### config.mk
export PLATFORM = sky130hd
export DESIGN_NAME = wb2core
export DESIGN_NICKNAME = d
export VERILOG_FILES = /design/src/rtl/wb2core.sv
export SDC_FILE = /design/constraint.sdc
export NUM_CORES = 1
export LEC_CHECK = 0
export BUFFER_PORTS_ARGS = -buffer_cell sky130_fd_sc_hd__buf_4
export CORE_MARGIN = 2
export CORE_UTILIZATION = 32
export CTS_BUF_LIST = sky130_fd_sc_hd__clkbuf_4 sky130_fd_sc_hd__clkbuf_8 sky130_fd_sc_hd__clkbuf_16
export DETAILED_ROUTE_END_ITERATION = 10
export HOLD_SLACK_MARGIN = 0.03
export MAX_ROUTING_LAYER = met4
export PLACE_DENSITY = 0.76
export SLEW_MARGIN = 15
export SYNTH_ARGS = -nofsm -noshare
export SYNTH_HDL_FRONTEND = slang
export SYNTH_SLANG_ARGS = --single-unit
### constraint.sdc
create_clock -name clk -period 1.4 [get_ports clk]
set_input_delay 0.28 -clock clk [delete_from_list [all_inputs] [get_ports clk]]
set_output_delay 0.28 -clock clk [all_outputs]
set_load 0.02 [all_outputs]
### src/rtl/wb2core.sv
// wb2core
// Bridges a Wishbone B4 pipelined slave port onto a core-style device port
// (req/gnt/rvalid handshake as used by Ibex/OBI data interfaces).
//
// Requests pass straight through combinationally. Up to MAX_OUTSTANDING
// granted requests may wait for their responses. Responses come back to
// Wishbone one cycle after rvalid. If the initiator drops wb_cyc_i while
// responses are still owed, the bridge drains and discards them. It accepts
// nothing new until the device has answered every outstanding request.
//
// Ports
//   clk, rst_n            clock and asynchronous active-low reset
//   wb_cyc_i .. wb_sel_i  Wishbone request inputs
//   wb_stall_o            high whenever the current beat is not accepted
//   wb_ack_o, wb_err_o    registered normal / error termination
//   wb_dat_o              registered read data, held between responses
//   dev_req_o .. dev_wdata_o  device request, driven from the Wishbone inputs
//   dev_gnt_i             device accepts the request this cycle
//   dev_rvalid_i, dev_err_i, dev_rdata_i  in-order device response
//   spurious_o            one-cycle pulse when rvalid arrives with nothing owed
module wb2core #(
   parameter int AW              = 32,
   parameter int DW              = 32,
   parameter int MAX_OUTSTANDING = 2,
   localparam int SELW           = DW / 8
) (
   input  logic            clk,
   input  logic            rst_n,

   input  logic            wb_cyc_i,
   input  logic            wb_stb_i,
   input  logic            wb_we_i,
   input  logic [AW-1:0]   wb_adr_i,
   input  logic [DW-1:0]   wb_dat_i,
   input  logic [SELW-1:0] wb_sel_i,
   output logic            wb_stall_o,
   output logic            wb_ack_o,
   output logic            wb_err_o,
   output logic [DW-1:0]   wb_dat_o,

   output logic            dev_req_o,
   input  logic            dev_gnt_i,
   output logic            dev_we_o,
   output logic [AW-1:0]   dev_addr_o,
   output logic [SELW-1:0] dev_be_o,
   output logic [DW-1:0]   dev_wdata_o,
   input  logic            dev_rvalid_i,
   input  logic            dev_err_i,
   input  logic [DW-1:0]   dev_rdata_i,

   output logic            spurious_o
);

   localparam int CW = $clog2(MAX_OUTSTANDING + 1);

   typedef enum logic [1:0] {
      IDLE,
      BUSY,
      DRAIN
   } state_t;

   state_t        state;
   logic [CW-1:0] cnt;
   logic [CW-1:0] cnt_next;
   logic          full;
   logic          accept;
   logic          resp;

   // Request path: the Wishbone beat is offered to the device unless the
   // outstanding window is full or a drain is still in progress. Stall is
   // the inverse of acceptance, so it is also high when no strobe is present.
   assign full        = (cnt == CW'(MAX_OUTSTANDING));
   assign dev_req_o   = wb_cyc_i & wb_stb_i & ~full & (state != DRAIN);
   assign dev_we_o    = wb_we_i;
   assign dev_addr_o  = wb_adr_i;
   assign dev_be_o    = wb_sel_i;
   assign dev_wdata_o = wb_dat_i;
   assign accept      = dev_req_o & dev_gnt_i;
   assign wb_stall_o  = ~accept;

   // A response only counts when something is owed. An rvalid with a zero
   // count is reported as spurious and otherwise ignored.
   assign resp = dev_rvalid_i & (cnt != '0);

   // The next outstanding count is needed by the FSM to decide when it can
   // return to IDLE in the same edge that retires the last response. An
   // accept and a response in the same cycle cancel out.
   always_comb begin
      cnt_next = cnt;
      if (accept && !resp) begin
         cnt_next = cnt + CW'(1);
      end else if (resp && !accept) begin
         cnt_next = cnt - CW'(1);
      end
   end

   // Single sequential block for the FSM, the outstanding counter and the
   // registered response outputs. While draining, or once the initiator
   // has dropped its cycle, responses still retire the counter. They do not
   // terminate a Wishbone beat. Read data is captured on every counted
   // response and held otherwise.
   always_ff @(posedge clk or negedge rst_n) begin
      if (!rst_n) begin
         state      <= IDLE;
         cnt        <= '0;
         wb_ack_o   <= 1'b0;
         wb_err_o   <= 1'b0;
         wb_dat_o   <= '0;
         spurious_o <= 1'b0;
      end else begin
         cnt        <= cnt_next;
         wb_ack_o   <= resp & ~dev_err_i & wb_cyc_i & (state != DRAIN);
         wb_err_o   <= resp & dev_err_i & wb_cyc_i & (state != DRAIN);
         spurious_o <= dev_rvalid_i & (cnt == '0);
         if (resp) begin
            wb_dat_o <= dev_rdata_i;
         end

         unique case (state)
            IDLE: begin
               if (accept) begin
                  state <= BUSY;
               end
            end
            BUSY: begin
               if (cnt_next == '0) begin
                  state <= IDLE;
               end else if (!wb_cyc_i) begin
                  state <= DRAIN;
               end
            end
            DRAIN: begin
               if (cnt_next == '0) begin
                  state <= IDLE;
               end
            end
            default: begin
               state <= IDLE;
            end
         endcase
      end
   end

endmodule

==> summary.md <==
| Metric | Value |
|---|---|
| Status | finished, violations left |
| Violated checks | setup timing |
| Slowest cell delay on critical path | just over 0.4 ns |
| Fin. Hold Viols | 0 |
| Achievable Freq | a little under 0.6 GHz |
| Clock Sinks | 39 |
| DP Cell Count | 260 |
| Non-filler cells, final | between 200 and 300 |
| DRT iter0 DRCs | 32 |
| Sw power | approximately 2.2 mW |
| Syn-to-layout area delta | 29.5% |
| Number of core rows | 29 |
| Clk_lat worst skew | about 0.29 ns |
| Syn. warnings | 0 |
| Syn_nets | 283 |
| Unrepaired setup endpoints after global routing | yes |
| Antenna violations before repair | 0 |
| Least-Margin Pin Slew | 0.504 ns |
| TritonRoute pass-1 iters | 3 |
| H-tree levels | 2 |
| Hold endpoint | wb_ack_o$_DFF_PN0_ |
| Die footprint | just over 0.007 mm2 |
| Post-synthesis sequential area ratio | 46.3% |
| R2R Setup Slk | -0.30 ns |
| Hold Crit Class | input port to flop |
| Vias | approximately 1300 |
| Hold path depth | 2 |
| Seq pwr share | a little under a third |
| # setup viols final | 40 |
| Gate Count Post-Synth | 173 |
| CP delay by family, top | buffers and inverters |
| Final period util | 121% |
| Gr ovfl total | 0 |
| Comb pwr share | between 50% and 60% |
| WL final | 4610 um |
| Vias in the first global route | 1312 |
| Worst clock skew | roughly 0.0081 ns |
| Antenna fix cells | 0 |
| Residual DRC | 0 |
| Post-synth cell types | 28 |
| CP startpoint kind | flop |
| Root buffer cell | clkbuf_8 |
| Peak VDD IR | between 0.0009 and 0.001 V |
| GP Congestion | 0.728 |
| Die H | approximately 85 um |
| R2R cell count | 8 |
| Worst Setup End Kind | flop |
| Largest net degree at the start of global routing | 40 |
| Required @ worst endpoint | between 1.5 and 2 ns |
| FF+latch count, synth | 39 |
| CTS tree | done |
| Critical path cell sequence | buf_4, inv_4, ha_4, nand2b_4, buf_6, buf_12, buf_16, mux2_2 |
| Post-route setup slack | -0.300 ns |
| Rel. slew slack | 66.4% |
| Longest Clk Path Bufs | 2 |
| Routed WL per cell | around 16 um |
| CP arrival | around 1.9 ns |
| Clk pin slew, worst setup/hold paths | ~0.080 ns |
| Slowest CP cell | dfrtp_1 |
| GRT Overall Usage | between 10% and 20% |
| P per Cell Area | between 2000 and 2500 mW/mm2 |
| IO Pins | 214 |
| Crit Path Category | flop to flop |
| Crit-path max FO | 6 |
| R2r startpoint | cnt[1]$_DFF_PN0_ |
| Leak | ~1.3 nW |
| DP Area | approximately 0.0023 mm2 |
| Die Width | 85.2 um |
| Avg Inst Size Synth | 12.2 um2 |
| Drt via density | 4.61 |
| TritonCTS Buffers | 5 |
| Finished Cell Area | about 0.0027 mm2 |
| Clock network power share | approximately 15% |
| Dpl ws | -0.201 ns |
| Hold path start | dev_err_i |
| Layout cell share with drive strength beyond 1 | 75.6% |
| Initial Util | 33.2% |
| Fill count | 605 |
| Netlist Area Pre-Place | 0.00211 mm2 |
| Buf/Inv on CP | 5 |
| Internal power | between 4 and 5 mW |
| Final Slew Violations | 0 |
| Port bufs | 75 |
| ANT nets after route | 0 |
| Switching Fraction | a little over a third |
| Core area | ~0.0063 mm2 |
| Layout Nets | about 310 |
| Worst R2R End | wb_dat_o[18]$_DFFE_PN0N_ |
| Max-cap violation count | 0 |
| Tmin final | 1.70 ns |
| First-pass GRT wire length | 6890 um |
[kinds of logic after synthesis]
family,count (synthesis),share of synthesized area (%)
XOR/XNOR,1,0.415
flip-flops,39,46.3
buffers and inverters,76,26.2
multiplexers,33,17.6
AND/OR/NAND/NOR,16,5.34
AO/OA/AOI/OAI,6,3.08
adder cells (fa/ha/maj),2,1.19
[through the flow]
stage	utilization, %	TNS, ns	total power [mW]	hold WS (ns)
floorplan	-	-4.04	3.78	-0.0156
finish	43.0	-7.96	6.24	0.149
global placement	36.9	-1.34	4.63	0.286
CTS	42.0	-5.17	6.16	0.136
detailed placement	36.9	-2.87	4.71	0.289
global route	43.0	-10.29	6.61	0.134
[worst max-delay path by stage]
stage,endpoint,startpoint,slack [ns],depth (start not counted)
floorplan,state[0]$_DFFE_PN0P_,cnt[1]$_DFF_PN0_,-0.14,8
global placement,state[0]$_DFFE_PN0P_,cnt[0]$_DFF_PN0_,-0.13,7
detailed placement,state[0]$_DFFE_PN0P_,cnt[0]$_DFF_PN0_,-0.20,7
CTS,wb_stall_o,cnt[1]$_DFF_PN0_,-0.36,5
global route,wb_dat_o[27]$_DFFE_PN0N_,cnt[1]$_DFF_PN0_,-0.36,8
finish,wb_dat_o[18]$_DFFE_PN0N_,cnt[1]$_DFF_PN0_,-0.30,8
[area by class of cell]
class / instances / area, um2 / area share [%]
flip-flops and latches: 39 / 976 / 35.7
repair buffers: 97 / 857 / 31.4
multi-input cells: 58 / 676 / 24.7
well taps: 77 / 96.3 / 3.53
clock buffers: 5 / 68.8 / 2.52
clock inverters: 3 / 43.8 / 1.60
inverters: 3 / 13.8 / 0.504
[sequential cells by signal, summed over array words and instances, names as in the netlist]
name and cells:
state 2, wb_dat_o 32, cnt 2, wb_ack_o 1, wb_err_o 1, spurious_o 1
[cells in the mapped netlist, drive strengths merged]
cell type	instances	area share, %
a32o	1	0.53
inv	3	0.53
mux2i	1	0.47
nand2	4	0.83
nand4	1	0.59
buf	73	26
ha	2	1.2
and3b	1	0.42
dfrtp	39	46
nor3b	1	0.59
xnor2	1	0.42
a21bo	1	0.47
nand3b	1	0.36
and2	1	0.30
a21oi	1	0.42
a31o	1	0.83
nand2b	2	0.95
mux2	32	17
o21ai	1	0.24
nor3	2	0.47
nor2	1	0.18
o22ai	1	0.59
or3b	1	0.42
nand3	1	0.24
[routing by layer]
layer | routed length, um | GRT usage, % | vias to the layer above
li1 | - | - | 568
met4 | 178 | 7.79 | 0
met5 | 0 | - | -
met2 | 2290 | 19.9 | 83
met3 | 477 | 4.77 | 29
met1 | 1660 | 14.0 | 621
[power by group through the flow]
stage	Clock, mW	Sequential (mW)	Combinational [mW]
detailed placement	0	1.94	2.77
CTS	0.991	1.93	3.25
global placement	0	1.91	2.72
floorplan	0	2.49	1.29
global route	1.02	1.99	3.60
finish	0.940	1.92	3.38
[worst reg2reg max path, cell delays in order, from the launching register on]
cell,delay (ns)
dfrtp_1,0.41
buf_4,0.16
inv_4,0.06
ha_4,0.12
nand2b_4,0.18
buf_6,0.14
buf_12,0.10
buf_16,0.11
mux2_2,0.32
[placed cells by master, fill, tap and decap left out, types with 2 or more instances in the layout]
master,n
nand2_1,2
nand2b_4,2
nand2_2,2
buf_4,84
buf_6,5
clkbuf_8,5
buf_16,2
buf_12,4
mux2_4,10
mux2_2,22
ha_4,2
dfrtp_1,39
nor3_2,2
[timing repair]
item / in CTS / in global routing
pin swaps: 4 / 3
hold endpoints to repair: 39 / 0
hold buffers: 1 / 0
buffers inserted: 5 / 6
setup endpoints to repair: 37 / 40
gates resized for setup: 21 / 8
gates cloned: 3 / 1
(Power assumes the default switching activity.)
